`src/rtl/serial_frame_pkg.sv`:
```
// serial_frame_pkg
// Shared frame-format definitions for the serial frame sender and the
// sequence-detecting receiver. Both ends import this package, so they agree
// on the preamble, the field widths and the state names.
//   state_e          : frame phase (IDLE, PRE, LEN, PAY, PAR)
//   PREAMBLE_DEFAULT : start pattern, sent MSB first
//   LEN_W / DATA_W   : length-field width and payload register width
//   framePar         : even parity over the length field and the used payload bits
package serial_frame_pkg;

  localparam int LEN_W = 4;
  localparam int DATA_W = 15;
  localparam logic [3:0] PREAMBLE_DEFAULT = 4'b1101;

  typedef enum logic [2:0] {
    IDLE = 3'd0,
    PRE  = 3'd1,
    LEN  = 3'd2,
    PAY  = 3'd3,
    PAR  = 3'd4
  } state_e;

  // XOR of all four length bits and payload bits [len-1:0]. Payload bits
  // above the length are not transmitted, so they do not count.
  function automatic logic framePar(input logic [LEN_W-1:0] len,
                                    input logic [DATA_W-1:0] data);
    logic p;
    p = ^len;
    for (int i = 0; i < DATA_W; i++) begin
      if (i < int'(len)) begin
        p = p ^ data[i];
      end
    end
    return p;
  endfunction

endpackage

```
`src/rtl/frame_bit_counter.sv`:
```
// frame_bit_counter
// Loadable down-counter holding the index of the bit currently on the wire.
// It is reloaded at each field boundary and reused for the PRE, LEN and PAY
// fields.
//   clk     : system clock
//   rst     : asynchronous active-low reset
//   load    : load loadVal (has priority over en)
//   loadVal : value to load
//   en      : decrement by one; saturates at zero
//   count   : current index
//   isZero  : count == 0, i.e. the current bit is the last of its field
module frame_bit_counter #(
  parameter int W = 4
) (
  input  logic         clk,
  input  logic         rst,
  input  logic         load,
  input  logic [W-1:0] loadVal,
  input  logic         en,
  output logic [W-1:0] count,
  output logic         isZero
);

  always_ff @(posedge clk or negedge rst) begin
    if (!rst) begin
      count <= '0;
    end else if (load) begin
      count <= loadVal;
    end else if (en && (count != '0)) begin
      count <= count - 1'b1;
    end
  end

  assign isZero = (count == '0);

endmodule

```
`src/rtl/serial_frame_sender.sv`:
```
// serial_frame_sender
// Parallel-to-serial frame generator: PREAMBLE (4 bits, MSB first), then the
// 4-bit length field (MSB first), then `length` payload bits from
// dataIn[length-1] down to dataIn[0]. One bit is advanced per clkEn pulse.
// Optional: define SERIAL_PARITY_EN to append one even-parity bit (PAR state)
// covering the length field and the payload bits.
//
// Ports:
//   clk         : system clock, rising edge
//   rst         : asynchronous active-low reset; aborts a frame with no done pulse
//   clkEn       : single-cycle step pulse
//   start       : frame request, sampled only in IDLE
//   length      : payload bit count, latched at start
//   dataIn      : payload, latched at start
//   serOut      : serial bit (registered)
//   serOutValid : serOut carries a payload bit
//   busy        : frame in progress
//   done        : one-cycle pulse at frame end, coincident with busy falling
//   countOut    : payload bits not yet presented, including the current one
//   stateDbg    : current FSM state, for observation only
//
// Handshake: start is a request, busy is the acknowledge. A request is taken
// on any edge where the FSM is IDLE and start is high; while busy is high,
// start is ignored. The edge that accepts a frame never also consumes clkEn.
module serial_frame_sender
  import serial_frame_pkg::*;
#(
  parameter logic [3:0] PREAMBLE = PREAMBLE_DEFAULT,
  parameter int         MAX_LEN  = 15
) (
  input  logic              clk,
  input  logic              rst,
  input  logic              clkEn,
  input  logic              start,
  input  logic [LEN_W-1:0]  length,
  input  logic [DATA_W-1:0] dataIn,
  output logic              serOut,
  output logic              serOutValid,
  output logic              busy,
  output logic              done,
  output logic [LEN_W-1:0]  countOut,
  output state_e            stateDbg
);

  localparam logic [LEN_W-1:0] MAX_LEN_C = LEN_W'(MAX_LEN);

  state_e            state;
  logic [LEN_W-1:0]  lenReg;
  logic [DATA_W-1:0] dataReg;
`ifdef SERIAL_PARITY_EN
  logic              parityReg;
`endif

  logic [LEN_W-1:0]  lenIn;
  logic [LEN_W-1:0]  bitIdx;
  logic [LEN_W-1:0]  nextIdx;
  logic              bitIsZero;
  logic              cntLoad;
  logic [LEN_W-1:0]  cntLoadVal;
  logic              cntEn;
  logic              payloadDone;

  // A builder with a shorter maximum frame clips longer requests.
  assign lenIn   = (length > MAX_LEN_C) ? MAX_LEN_C : length;
  assign nextIdx = bitIdx - 1'b1;

  // The step that leaves the payload: last payload bit sent, or an empty
  // payload right after length[0].
  assign payloadDone = clkEn && bitIsZero &&
                       ((state == PAY) || ((state == LEN) && (lenReg == '0)));

  // Counter control: reload at every field boundary, otherwise count down.
  always_comb begin
    cntLoad    = 1'b0;
    cntLoadVal = '0;
    cntEn      = 1'b0;
    case (state)
      IDLE: begin
        if (start) begin
          cntLoad    = 1'b1;
          cntLoadVal = LEN_W'(3);
        end
      end
      PRE: begin
        if (clkEn) begin
          if (bitIsZero) begin
            cntLoad    = 1'b1;
            cntLoadVal = LEN_W'(3);
          end else begin
            cntEn = 1'b1;
          end
        end
      end
      LEN: begin
        if (clkEn) begin
          if (bitIsZero) begin
            if (lenReg != '0) begin
              cntLoad    = 1'b1;
              cntLoadVal = lenReg - 1'b1;
            end
          end else begin
            cntEn = 1'b1;
          end
        end
      end
      PAY: begin
        if (clkEn && !bitIsZero) begin
          cntEn = 1'b1;
        end
      end
      default: begin
        cntLoad = 1'b0;
      end
    endcase
  end

  frame_bit_counter #(
    .W(LEN_W)
  ) u_bitCounter (
    .clk    (clk),
    .rst    (rst),
    .load   (cntLoad),
    .loadVal(cntLoadVal),
    .en     (cntEn),
    .count  (bitIdx),
    .isZero (bitIsZero)
  );

  always_ff @(posedge clk or negedge rst) begin
    if (!rst) begin
      state       <= IDLE;
      lenReg      <= '0;
      dataReg     <= '0;
`ifdef SERIAL_PARITY_EN
      parityReg   <= 1'b0;
`endif
      serOut      <= 1'b0;
      serOutValid <= 1'b0;
      busy        <= 1'b0;
      done        <= 1'b0;
      countOut    <= '0;
    end else begin
      done <= 1'b0;
      case (state)
        IDLE: begin
          if (start) begin
            state       <= PRE;
            lenReg      <= lenIn;
            dataReg     <= dataIn;
`ifdef SERIAL_PARITY_EN
            parityReg   <= framePar(lenIn, dataIn);
`endif
            serOut      <= PREAMBLE[3];
            serOutValid <= 1'b0;
            busy        <= 1'b1;
            countOut    <= '0;
          end
        end

        PRE: begin
          if (clkEn) begin
            if (!bitIsZero) begin
              serOut <= PREAMBLE[nextIdx[1:0]];
            end else begin
              state  <= LEN;
              serOut <= lenReg[3];
            end
          end
        end

        LEN: begin
          if (clkEn && !bitIsZero) begin
            serOut <= lenReg[nextIdx[1:0]];
          end else if (clkEn && (lenReg != '0)) begin
            state       <= PAY;
            serOut      <= dataReg[lenReg - 1'b1];
            serOutValid <= 1'b1;
            countOut    <= lenReg;
          end
        end

        PAY: begin
          if (clkEn && !bitIsZero) begin
            serOut   <= dataReg[nextIdx];
            // Remaining bits including the new current one is nextIdx + 1.
            countOut <= bitIdx;
          end
        end

        PAR: begin
          if (clkEn) begin
            state       <= IDLE;
            serOut      <= 1'b0;
            serOutValid <= 1'b0;
            busy        <= 1'b0;
            done        <= 1'b1;
            countOut    <= '0;
          end
        end

        default: begin
          state <= IDLE;
        end
      endcase

      // Leaving the payload overrides whatever the LEN/PAY arms set above.
      if (payloadDone) begin
`ifdef SERIAL_PARITY_EN
        state       <= PAR;
        serOut      <= parityReg;
        serOutValid <= 1'b0;
        countOut    <= '0;
`else
        state       <= IDLE;
        serOut      <= 1'b0;
        serOutValid <= 1'b0;
        busy        <= 1'b0;
        done        <= 1'b1;
        countOut    <= '0;
`endif
      end
    end
  end

  assign stateDbg = state;

endmodule

```
`config.mk`:
```
export PLATFORM = sky130hd
export DESIGN_NAME = serial_frame_sender
export DESIGN_NICKNAME = d
export VERILOG_FILES = /design/src/rtl/serial_frame_pkg.sv /design/src/rtl/frame_bit_counter.sv /design/src/rtl/serial_frame_sender.sv
export SDC_FILE = /design/constraint.sdc
export NUM_CORES = 1
export LEC_CHECK = 0
export ABC_AREA = 1
export BUFFER_PORTS_ARGS = -buffer_cell sky130_fd_sc_hd__buf_4
export CORE_UTILIZATION = 57
export DETAILED_ROUTE_END_ITERATION = 8
export PLACE_DENSITY = 0.77
export SLEW_MARGIN = 20
export SYNTH_ARGS = -nofsm -noshare
export SYNTH_HDL_FRONTEND = slang
export SYNTH_SLANG_ARGS = --single-unit
```
`constraint.sdc`:
```
create_clock -name clk -period 2.4 [get_ports clk]
set_input_delay 0.12 -clock clk [delete_from_list [all_inputs] [get_ports clk]]
set_output_delay 0.12 -clock clk [all_outputs]
set_load 0.01 [all_outputs]
```
==> impl_metrics.toml, run 1 <==
[outcome]
status = "completed"

[power]
leakage_nw = 1.28
p_switching_w = 0.00182
switching_share = 0.468
p_int_w = 0.00207
power_frac_comb = 0.583
p_per_area_nw_per_um2 = 1510
seqPwrFrac = 0.280
pwr-share-clk = 0.137
irDropWorstVdd_uv = 794

[clock_network]
cts_sinks = 33
cts.path.max_buffers = 2
hold_buffers = 1
cts_post_setup_buffers_inserted = 0
cts_resized = 0
clock_latency_ps = 300
cts_buffers = 5
cts_root_buffer = "clkbuf_8"
h-tree-depth = 2
cts_tree = "built"
clk_pin_slew_ps = 70

[grt]
grt_max_degree = 34
grt_remaining_overflow = 0
grt_pass1_vias = 1735
antenna_found_initial = 0
grt_pass1_wl_um = 8000
grt.total_usage = 0.255

[detailed_routing]
route.detailed.drc = 0
post_drt_via_cell_ratio = 5.38
drtIter0Drc = 100
first_pass_iters = 4
routedWlPerCell_um = 13.2
drtAntennaViolNets = 0
wl_um = 4700
via_count = 1922

[yosys]
syn_avg_cell_area_sq_um = 7.94
synthSimpleGateAreaFrac = 0.313
synth_compound_area_frac = 0.104
netlist_area_sq_um = 2160
synth_top_family_by_area = "simple AND/OR/NAND/NOR gates"
synth_cell_types = 28
synth-adder-area-share = 0.0463
synthCells = 272
ys_ff_latch = 33
synthesis.nets = 303
yosys_warnings = 0
muxShareOfSynthArea = 0.0782
synth_xor_xnor_area_share = 0.00405
ys_seq_area_frac = 0.382

[layout]
drive_gt1_frac = 0.256
n_antenna_cell = 0
final_nets = 339
areaGrowthSynthToFinish_pct = 19.1

[setup_path]
r2r_cells = 8
worstPathRequired_ps = 2580
crit_slowest_cell = "dfrtp_1"
cp-end-kind = "register"
crit_chain = "inv_1 > ha_1 > nand3_4 > nand2_1 > nor3_2 > o21ai_0 > o22ai_1 > inv_1"
critical_path_buf_inv_count = 2
r2r-start = "u_bitCounter.count[0]"
cpMostUsedCell = "inv_1"
max_stage_delay_ps = 520
crit_type = "reg2reg"
rr_endpoint = "u_bitCounter.count[1]"
crit_family = "simple AND/OR/NAND/NOR gates"
start_kind = "register"
cp_max_fo = 11
r2r_slack_ps = 420
crit_arrival_ps = 2170
crit_start = "u_bitCounter.count[0]"

[floorplanning]
start_util = 0.590
die_h_um = 63.6
num_rows = 22
chipWidth_um = 63.6
dieArea_sq_um = 4040
ios = 34
coreArea_sq_um = 3660

[sta]
finalHoldViolCount = 0
setup_ws_ps = 415
fin_skew_ps = 7.28
timing.final.setup_violations = 0
finalCriticalPeriod_ps = 1980
max_freq_mhz = 504
timing.final.crit_share = 0.827
rsz0062_at_grt = "false"
drv_slew = 0
tns_ps = 0

[worst_hold_path]
hold_start = "dataIn[2]"
worstHoldEndpoint = "dataReg[2]"
hp-class = "in2reg"
worstHoldPathCells = 2

[placement]
port_buffers = 32
place_ws_ps = 491
dp.final_hpwl_um = 3470
gp_congestion = 0.890

[job]
drv_cap = 0
==> stage by stage <==
step	power [W]	util	instances	instance area [sq um]	hold WS (ps)
global placement	0.00328	0.668	348	2450	88.2
finish	0.00389	0.703	357	2570	49.2
detailed placement	0.00332	0.668	348	2450	90.6
floorplan	0.00276	-	272	2160	-176
CTS	0.00388	0.703	357	2570	45.6
global route	0.00424	0.703	357	2570	50.3
==> cell usage after synthesis <==
cell type / count / area share
nand2_1: 79 / 0.14
nand3_1: 34 / 0.079
dfrtp_1: 33 / 0.38
inv_1: 26 / 0.045
nor2_1: 18 / 0.031
mux2_2: 15 / 0.078
a21oi_1: 12 / 0.028
o21ai_0: 9 / 0.021
ha_1: 8 / 0.046
buf_2: 5 / 0.012
inv_2: 5 / 0.0087
a21oi_2: 4 / 0.016
o22ai_1: 4 / 0.012
nand2_4: 2 / 0.010
nand3_4: 2 / 0.016
nand4_1: 2 / 0.0058
o211ai_1: 2 / 0.0069
o21ai_4: 2 / 0.015
buf_4: 1 / 0.0035
clkbuf_1: 1 / 0.0017
conb_1: 1 / 0.0017
nand2_8: 1 / 0.0093
nand3_2: 1 / 0.0046
nor2_4: 1 / 0.0052
nor2_8: 1 / 0.0093
nor3_2: 1 / 0.0046
o22ai_2: 1 / 0.0058
xor2_1: 1 / 0.0041
==> cells in the final DEF, fill, tap and decap left out <==
cell type / netlist / final
a21oi_1: 12 / 12
a21oi_2: 4 / 4
buf_4: 1 / 35
bufinv_16: 0 / 1
clkbuf_8: 0 / 5
clkinv_4: 0 / 1
clkinvlp_4: 0 / 1
conb_1: 1 / 1
dfrtp_1: 33 / 33
dlygate4sd3_1: 0 / 1
ha_1: 8 / 8
inv_1: 26 / 26
inv_2: 5 / 5
mux2_2: 15 / 15
nand2_1: 79 / 79
nand2_4: 2 / 2
nand2_8: 1 / 1
nand3_1: 34 / 34
nand3_2: 1 / 1
nand3_4: 2 / 2
nand4_1: 2 / 2
nor2_1: 18 / 18
nor2_4: 1 / 1
nor2_8: 1 / 1
nor3_2: 1 / 1
o211ai_1: 2 / 2
o21ai_0: 9 / 9
o21ai_4: 2 / 2
o22ai_1: 4 / 4
o22ai_2: 1 / 1
xor2_1: 1 / 1
==> registers in the layout, indices dropped and copies added, names as in the netlist <==
| register | count |
|---|---|
| dataReg | 15 |
| countOut | 4 |
| lenReg | 4 |
| u_bitCounter.count | 4 |
| stateDbg | 2 |
| busy | 1 |
| done | 1 |
| serOut | 1 |
| serOutValid | 1 |
==> kinds of logic (layout without fill, tap and decap cells) <==
kind of cell               after synthesis  count (layout)
and+or+nand+nor                        142             142
DFF                                     33              33
other                                    1               1
muxes                                   15              15
AOI/OAI and AO/OA                       34              34
xor gates and xnor gates                 1               1
adders and majority gates                8               8
buffers and inverters                   38              75
==> metal layers <==
| metal | share of wire | vias up | GRT usage |
|---|---|---|---|
| li1 | - | 959 | - |
| met1 | 0.46 | 886 | 0.375 |
| met2 | 0.46 | 71 | 0.383 |
| met3 | 0.071 | 6 | 0.0453 |
| met4 | 0.013 | 0 | 0.0682 |
| met5 | 0 | - | 0 |
==> power by group through the flow <==
stage	Combinational [W]	Sequential, W	Clock (W)
detailed placement	0.00223	0.00110	0
finish	0.00227	0.00109	0.000534
global route	0.00255	0.00113	0.000562
CTS	0.00225	0.00108	0.000544
floorplan	0.00173	0.00103	0
global placement	0.00219	0.00109	0
==> worst reg2reg max path, cell delays in order, from the launching register on <==
cell and delay (ps):
dfrtp_1 520, inv_1 110, ha_1 280, nand3_4 140, nand2_1 130, nor3_2 320
o21ai_0 140, o22ai_1 170, inv_1 60
==> worst max path at each step <==
stage                            endpoint  slack [ps]  cells past startpoint
global placement                   serOut         520                     12
floorplan                     countOut[2]         580                     11
finish              u_bitCounter.count[1]         420                      8
detailed placement  u_bitCounter.count[0]         490                     10
CTS                 u_bitCounter.count[1]         450                      8
global route        u_bitCounter.count[0]         240                     10
==> final cells by class <==
class | instances | area, sq um
clock buffer | 5 | 68.8
clock inverter | 3 | 46.3
fill | 310 | 1090
inverter | 31 | 116
multi-input combinational | 201 | 1180
sequential | 33 | 826
tap | 48 | 60.1
timing repair buffer | 36 | 273
Note: power is estimated with default switching activity, not from simulation.
==> run 2: changes to the inputs <==
--- a/config.mk
+++ b/config.mk
@@ -5,11 +5,11 @@
 export SDC_FILE = /design/constraint.sdc
 export NUM_CORES = 1
 export LEC_CHECK = 0
-export ABC_AREA = 1
+export ABC_AREA = 0
 export BUFFER_PORTS_ARGS = -buffer_cell sky130_fd_sc_hd__buf_4
-export CORE_UTILIZATION = 57
+export CORE_UTILIZATION = 51
 export DETAILED_ROUTE_END_ITERATION = 8
-export PLACE_DENSITY = 0.77
+export PLACE_DENSITY = 0.73
 export SLEW_MARGIN = 20
 export SYNTH_ARGS = -nofsm -noshare
 export SYNTH_HDL_FRONTEND = slang
==> constraint.sdc (replaced) <==
create_clock -name clk -period 1.8 [get_ports clk]
set_input_delay 0.09 -clock clk [delete_from_list [all_inputs] [get_ports clk]]
set_output_delay 0.09 -clock clk [all_outputs]
set_load 0.01 [all_outputs]
==> run 2 against run 1 <==
Compared with the run above: the run now ends with negative setup slack left; flip-flop and latch count did not move; cell count down 21%; combinational power rose by 68%; clock skew shrank 2.0 ps; total power grew 47%; clock power increased by 2%; critical endpoint is now u_bitCounter.count[3]; largest cell class unchanged.
==> impl_metrics.toml, run 2 <==
[layout]
drive_gt1_frac = 0.583
layout_common_cells = "buf_4, dfrtp_1, mux2_2, nand2_1"
nFillCells = 263
final_core_util = 0.742
areaGrowthSynthToFinish_pct = 36.2
n_antenna_cell = 0
final_common_cell = "buf_4"
regMostFlops = "dataReg"
largest_reg_flops = 15
final_nets = 265

[yosys]
async_flop_share = 1.00
ys_ff_latch = 33
synth_top_cells_by_count = "dfrtp_1, mux2_2, inv_1, nand2_1"
yosys-top-cells-area = "dfrtp_1, mux2_2, mux4_1"
synth-edff-count = 0
synthCells = 174
synth_top_area_cell = "dfrtp_1"
synth_top_area_share = 0.405
synthFlopType = "dfrtp_1"
synth.most_common_cell = "dfrtp_1"
yosys_warnings = 0
synthesis.nets = 205
syn_avg_cell_area_sq_um = 11.7
synth_cell_types = 44
ys_seq_area_frac = 0.405
netlist_area_sq_um = 2040

[placement]
port_buffers = 32
gp_congestion = 0.906
place_ws_ps = -227
dp.final_hpwl_um = 3620

[power]
p_per_area_nw_per_um2 = 2070
p_switching_w = 0.00226
power_frac_comb = 0.665
p_int_w = 0.00348
switching_share = 0.394
pwr-share-clk = 0.095
p_total_w = 0.00573
seqPwrFrac = 0.240
leakage_nw = 1.26
irDropWorstVdd_uv = 999

[floorplanning]
die_h_um = 65.2
num_rows = 22
coreArea_sq_um = 3740
chipWidth_um = 65.2
dieArea_sq_um = 4250
ios = 34
start_util = 0.544

[detailed_routing]
wl_um = 4970
routedWlPerCell_um = 17.6
first_pass_iters = 4
wl_met2_um = 2580
via_count = 1672
drtAntennaViolNets = 0
route.detailed.drc = 0
post_drt_via_cell_ratio = 5.91
drtIter0Drc = 108
top_layer = "met4"
drt-met1-wl_um = 1920
dr_wl_met3_um = 283

[setup_path]
crit_start = "u_bitCounter.count[0]"
cp-end-kind = "register"
cp_max_fo = 5
start_kind = "register"
crit_type = "reg2reg"
crit_arrival_ps = 2120
worstPathRequired_ps = 1970
r2r-start = "u_bitCounter.count[0]"

[grt]
antenna_found_initial = 0
grt.total_usage = 0.261
grt_remaining_overflow = 0
grt_pass1_vias = 1777
grt_pass1_wl_um = 8270
grt_max_degree = 34

[sta]
setup_ws_ps = -144
fin_skew_ps = 5.28
max_freq_mhz = 514
finalHoldViolCount = 0
rsz0062_at_grt = "true"
tns_ps = -427
finalCriticalPeriod_ps = 1940
drv_slew = 0
timing.final.setup_violations = 5
timing.final.crit_share = 1.08

[clock_network]
cts_root_buffer = "clkbuf_8"
h-tree-depth = 2
cts_buffers = 5
clk_pin_slew_ps = 70
clock_latency_ps = 290
cts_sinks = 33
cts_tree = "built"
cts.path.max_buffers = 2

[outcome]
status = "finished, violations left"
failed_checks = "negative setup slack"

[job]
drv_cap = 0

[worst_hold_path]
hold_start = "length[3]"
hp-class = "in2reg"
==> run 2: final timing paths <==
| path | endpoint | slack [ps] | depth (start not counted) |
|---|---|---|---|
| hold reg to reg | countOut[1] | 510 | 1 |
| setup reg to reg | u_bitCounter.count[3] | -140 | 7 |
| min in group asynchronous | stateDbg[0] | 280 | 2 |
| setup / recovery | u_bitCounter.count[3] | -140 | 7 |
| hold / removal | lenReg[3] | 30 | 2 |
| max in group asynchronous | lenReg[1] | 1220 | 2 |
==> run 2: worst max-delay path: stages (launching register included) <==
cell and delay (ps):
dfrtp_1 390, inv_4 60, ha_4 170, nor3b_4 160, or4_4 570, nor2b_4 140, xor2_1 80, mux2_2 260
==> run 2: cells by family after synthesis <==
kind of cell	count (synthesis)	synth area share
adders and majority gates	8	0.0491
and+or+nand+nor	37	0.100
xor gates and xnor gates	7	0.0374
other	1	0.00184
DFF	33	0.405
buffers and inverters	18	0.0399
AOI/OAI and AO/OA	30	0.103
muxes	40	0.264
==> run 2: power by group through the flow <==
stage | clock, W | combinational, W | sequential [W]
after global placement | 0 | 0.00328 | 0.00135
after CTS | 0.000550 | 0.00348 | 0.00136
final | 0.000545 | 0.00381 | 0.00138
after floorplan | 0 | 0.00224 | 0.00134
after global routing | 0.000590 | 0.00411 | 0.00142
after detailed placement | 0 | 0.00339 | 0.00137
==> run 2: what timing repair did <==
item                                   CTS  global route
gates resized for setup                  7            31
setup buffers                            0             1
pin swaps                                2             3
setup endpoints to repair               11            11
hold buffers                             1             0
endpoints found under the hold margin   33             0
==> run 2: layout make-up <==
class	count	area (sq um)	area share
clock buffers	6	72.6	0.0261
clock inverters	2	10.0	0.00361
multi-input cells	123	1290	0.464
flip-flops and latches	33	826	0.297
well taps	48	60.1	0.0216
inverters	10	40.0	0.0144
repair buffers	61	480	0.173
==> run 2: metal layers <==
| layer | track usage | vias up |
|---|---|---|
| met4 | 0.144 | 0 |
| met2 | 0.459 | 67 |
| met3 | 0.0556 | 18 |
| met1 | 0.291 | 832 |
| li1 | - | 755 |
| met5 | 0 | - |
==> run 2: through the flow <==
step / hold slack [ps] / instance area [sq um] / cells
final: 27.7 / 2780 / 283
after CTS: 25.7 / 2650 / 282
after floorplan: -206 / 2070 / 174
after global routing: 22.1 / 2780 / 283
after detailed placement: 61.1 / 2540 / 273
after global placement: 44.2 / 2540 / 273
==> run 3: changes to the inputs <==
--- a/config.mk
+++ b/config.mk
@@ -6,10 +6,10 @@
 export NUM_CORES = 1
 export LEC_CHECK = 0
 export ABC_AREA = 0
-export BUFFER_PORTS_ARGS = -buffer_cell sky130_fd_sc_hd__buf_4
+export BUFFER_PORTS_ARGS = -buffer_cell sky130_fd_sc_hd__buf_2
 export CORE_UTILIZATION = 51
 export DETAILED_ROUTE_END_ITERATION = 8
-export PLACE_DENSITY = 0.73
+export PLACE_DENSITY_LB_ADDON = 0.3
 export SLEW_MARGIN = 20
 export SYNTH_ARGS = -nofsm -noshare
 export SYNTH_HDL_FRONTEND = slang
==> constraint.sdc (replaced) <==
create_clock -name clk -period 1.7 [get_ports clk]
set_input_delay 0.085 -clock clk [delete_from_list [all_inputs] [get_ports clk]]
set_output_delay 0.085 -clock clk [all_outputs]
set_load 0.01 [all_outputs]
==> run 3 against run 2 <==
Compared with the run above: the flow still finishes with violations (negative setup slack); non-clock buffer count rose by 4; register-to-register slack worse by 70 ps; sequential share of layout area increased by 0.81 points; critical endpoint is now countOut[0]; worst hold slack got worse by 5.9 ps; flip-flop and latch count unchanged; largest cell class unchanged; clock skew grew 4.4 ps.
==> impl_metrics.toml, run 3 (same netlist as run 2, synthesis figures left out) <==
[grt]
grt_remaining_overflow = 0
grt_pass1_wl_um = 8470
antenna_found_initial = 0
grt_max_degree = 34
grt.total_usage = 0.270
grt_pass1_vias = 1799

[power]
power_frac_comb = 0.658
irDropWorstVdd_uv = 1170
p_switching_w = 0.00238
seqPwrFrac = 0.236
p_per_area_nw_per_um2 = 2260
switching_share = 0.390
p_total_w = 0.00611
p_int_w = 0.00373
leakage_nw = 1.25
pwr-share-clk = 0.106

[floorplanning]
die_h_um = 65.2
chipWidth_um = 65.2
start_util = 0.544
dieArea_sq_um = 4250
num_rows = 22
coreArea_sq_um = 3740
ios = 34

[outcome]
status = "finished, violations left"
failed_checks = "negative setup slack"

[layout]
regMostFlops = "dataReg"
largest_reg_flops = 15
areaGrowthSynthToFinish_pct = 32.6
final_cells = 287
n_antenna_cell = 0
layout_common_cells = "dfrtp_1, buf_2, buf_4, mux2_2"
final_common_cell = "dfrtp_1"
drive_gt1_frac = 0.569
nFillCells = 278
final_nets = 269

[detailed_routing]
first_pass_iters = 4
post_drt_via_cell_ratio = 5.74
route.detailed.drc = 0
drtAntennaViolNets = 0
routedWlPerCell_um = 17.8
drtIter0Drc = 143
wl_um = 5100
via_count = 1647

[clock_network]
cts_sinks = 33
cts_buffers = 5
clk_pin_slew_ps = 70
clock_latency_ps = 290
cts_root_buffer = "clkbuf_8"
cts_tree = "built"
h-tree-depth = 2
cts.path.max_buffers = 2

[sta]
drv_slew = 0
timing.final.setup_violations = 10
setup_ws_ps = -215
max_freq_mhz = 522
fin_skew_ps = 9.68
max_slew_margin = 0.503
finalCriticalPeriod_ps = 1910
worstMarginPinSlew_ps = 746
timing.final.crit_share = 1.13
rsz0062_at_grt = "true"
finalHoldViolCount = 0

[placement]
place_ws_ps = -263
dp.final_hpwl_um = 3680
gp_congestion = 0.867
port_buffers = 32
dp.cells = 277

[setup_path]
crit_type = "reg2reg"
worstSetupEndpoint = "countOut[0]"
r2r-start = "stateDbg[0]"
cp_max_fo = 5
start_kind = "register"
r2r_cells = 8
crit_arrival_ps = 2080
worstPathRequired_ps = 1870
r2r_slack_ps = -210
crit_start = "stateDbg[0]"
cp-end-kind = "register"
rr_endpoint = "countOut[0]"

[job]
drv_cap = 0

[worst_hold_path]
hp-class = "in2reg"
run 3: power groups by stage:
stage	Combinational (W)	Sequential, W	Clock, W
after global routing	0.00434	0.00148	0.000705
after CTS	0.00383	0.00144	0.000659
final	0.00402	0.00144	0.000647
after floorplan	0.00237	0.00142	0
after detailed placement	0.00357	0.00144	0
after global placement	0.00344	0.00141	0
run 3: timing repair:
action,CTS,global route
pin swaps,8,3
hold buffers,1,0
endpoints found under the hold margin,33,0
setup endpoints to repair,11,11
resized for setup,19,9
cloned,0,0
buffers inserted,1,0
run 3: worst min path at each step:
stage	startpoint	end	slack (ps)	cells after the start
finish	length[2]	lenReg[2]	20	2
global route	dataIn[14]	dataReg[14]	30	2
CTS	length[2]	lenReg[2]	20	2
detailed placement	rst	stateDbg[1]	190	1
global placement	rst	stateDbg[1]	160	1
floorplan	rst	busy	-210	0
run 3: per-stage QoR:
stage / cell area (sq um) / TNS, ps / utilization / hold slack [ps]
floorplan: 2070 / -1560 / - / -211
global placement: 2480 / -1320 / 0.662 / 161
detailed placement: 2480 / -2040 / 0.662 / 191
CTS: 2660 / -1180 / 0.711 / 18.8
global route: 2700 / -2310 / 0.722 / 26.2
finish: 2700 / -1660 / 0.722 / 21.8
run 3: layer usage:
metal  GRT usage  vias up  part of all wire
met4       0.141        0             0.034
met5           0        -                 0
li1            -      764                 -
met3      0.0729       19             0.054
met2       0.466       71              0.53
met1       0.302      793              0.39
run 3: worst max-delay path, stage by stage, from the launching register on:
cell and delay [ps]:
dfrtp_1 400, inv_2 110, buf_6 120, ha_4 130, and4bb_2 280, o21a_1 190
nor2b_2 90, a32o_1 220, mux2_2 260
run 3: layout make-up:
class | instances | area [sq um] | share of cell area
repair buffers | 65 | 422 | 0.156
inverters | 10 | 40.0 | 0.0148
clock buffers | 7 | 96.3 | 0.0356
multi-input cells | 123 | 1250 | 0.464
well taps | 48 | 60.1 | 0.0222
clock inverters | 1 | 5.00 | 0.00185
flip-flops and latches | 33 | 826 | 0.306
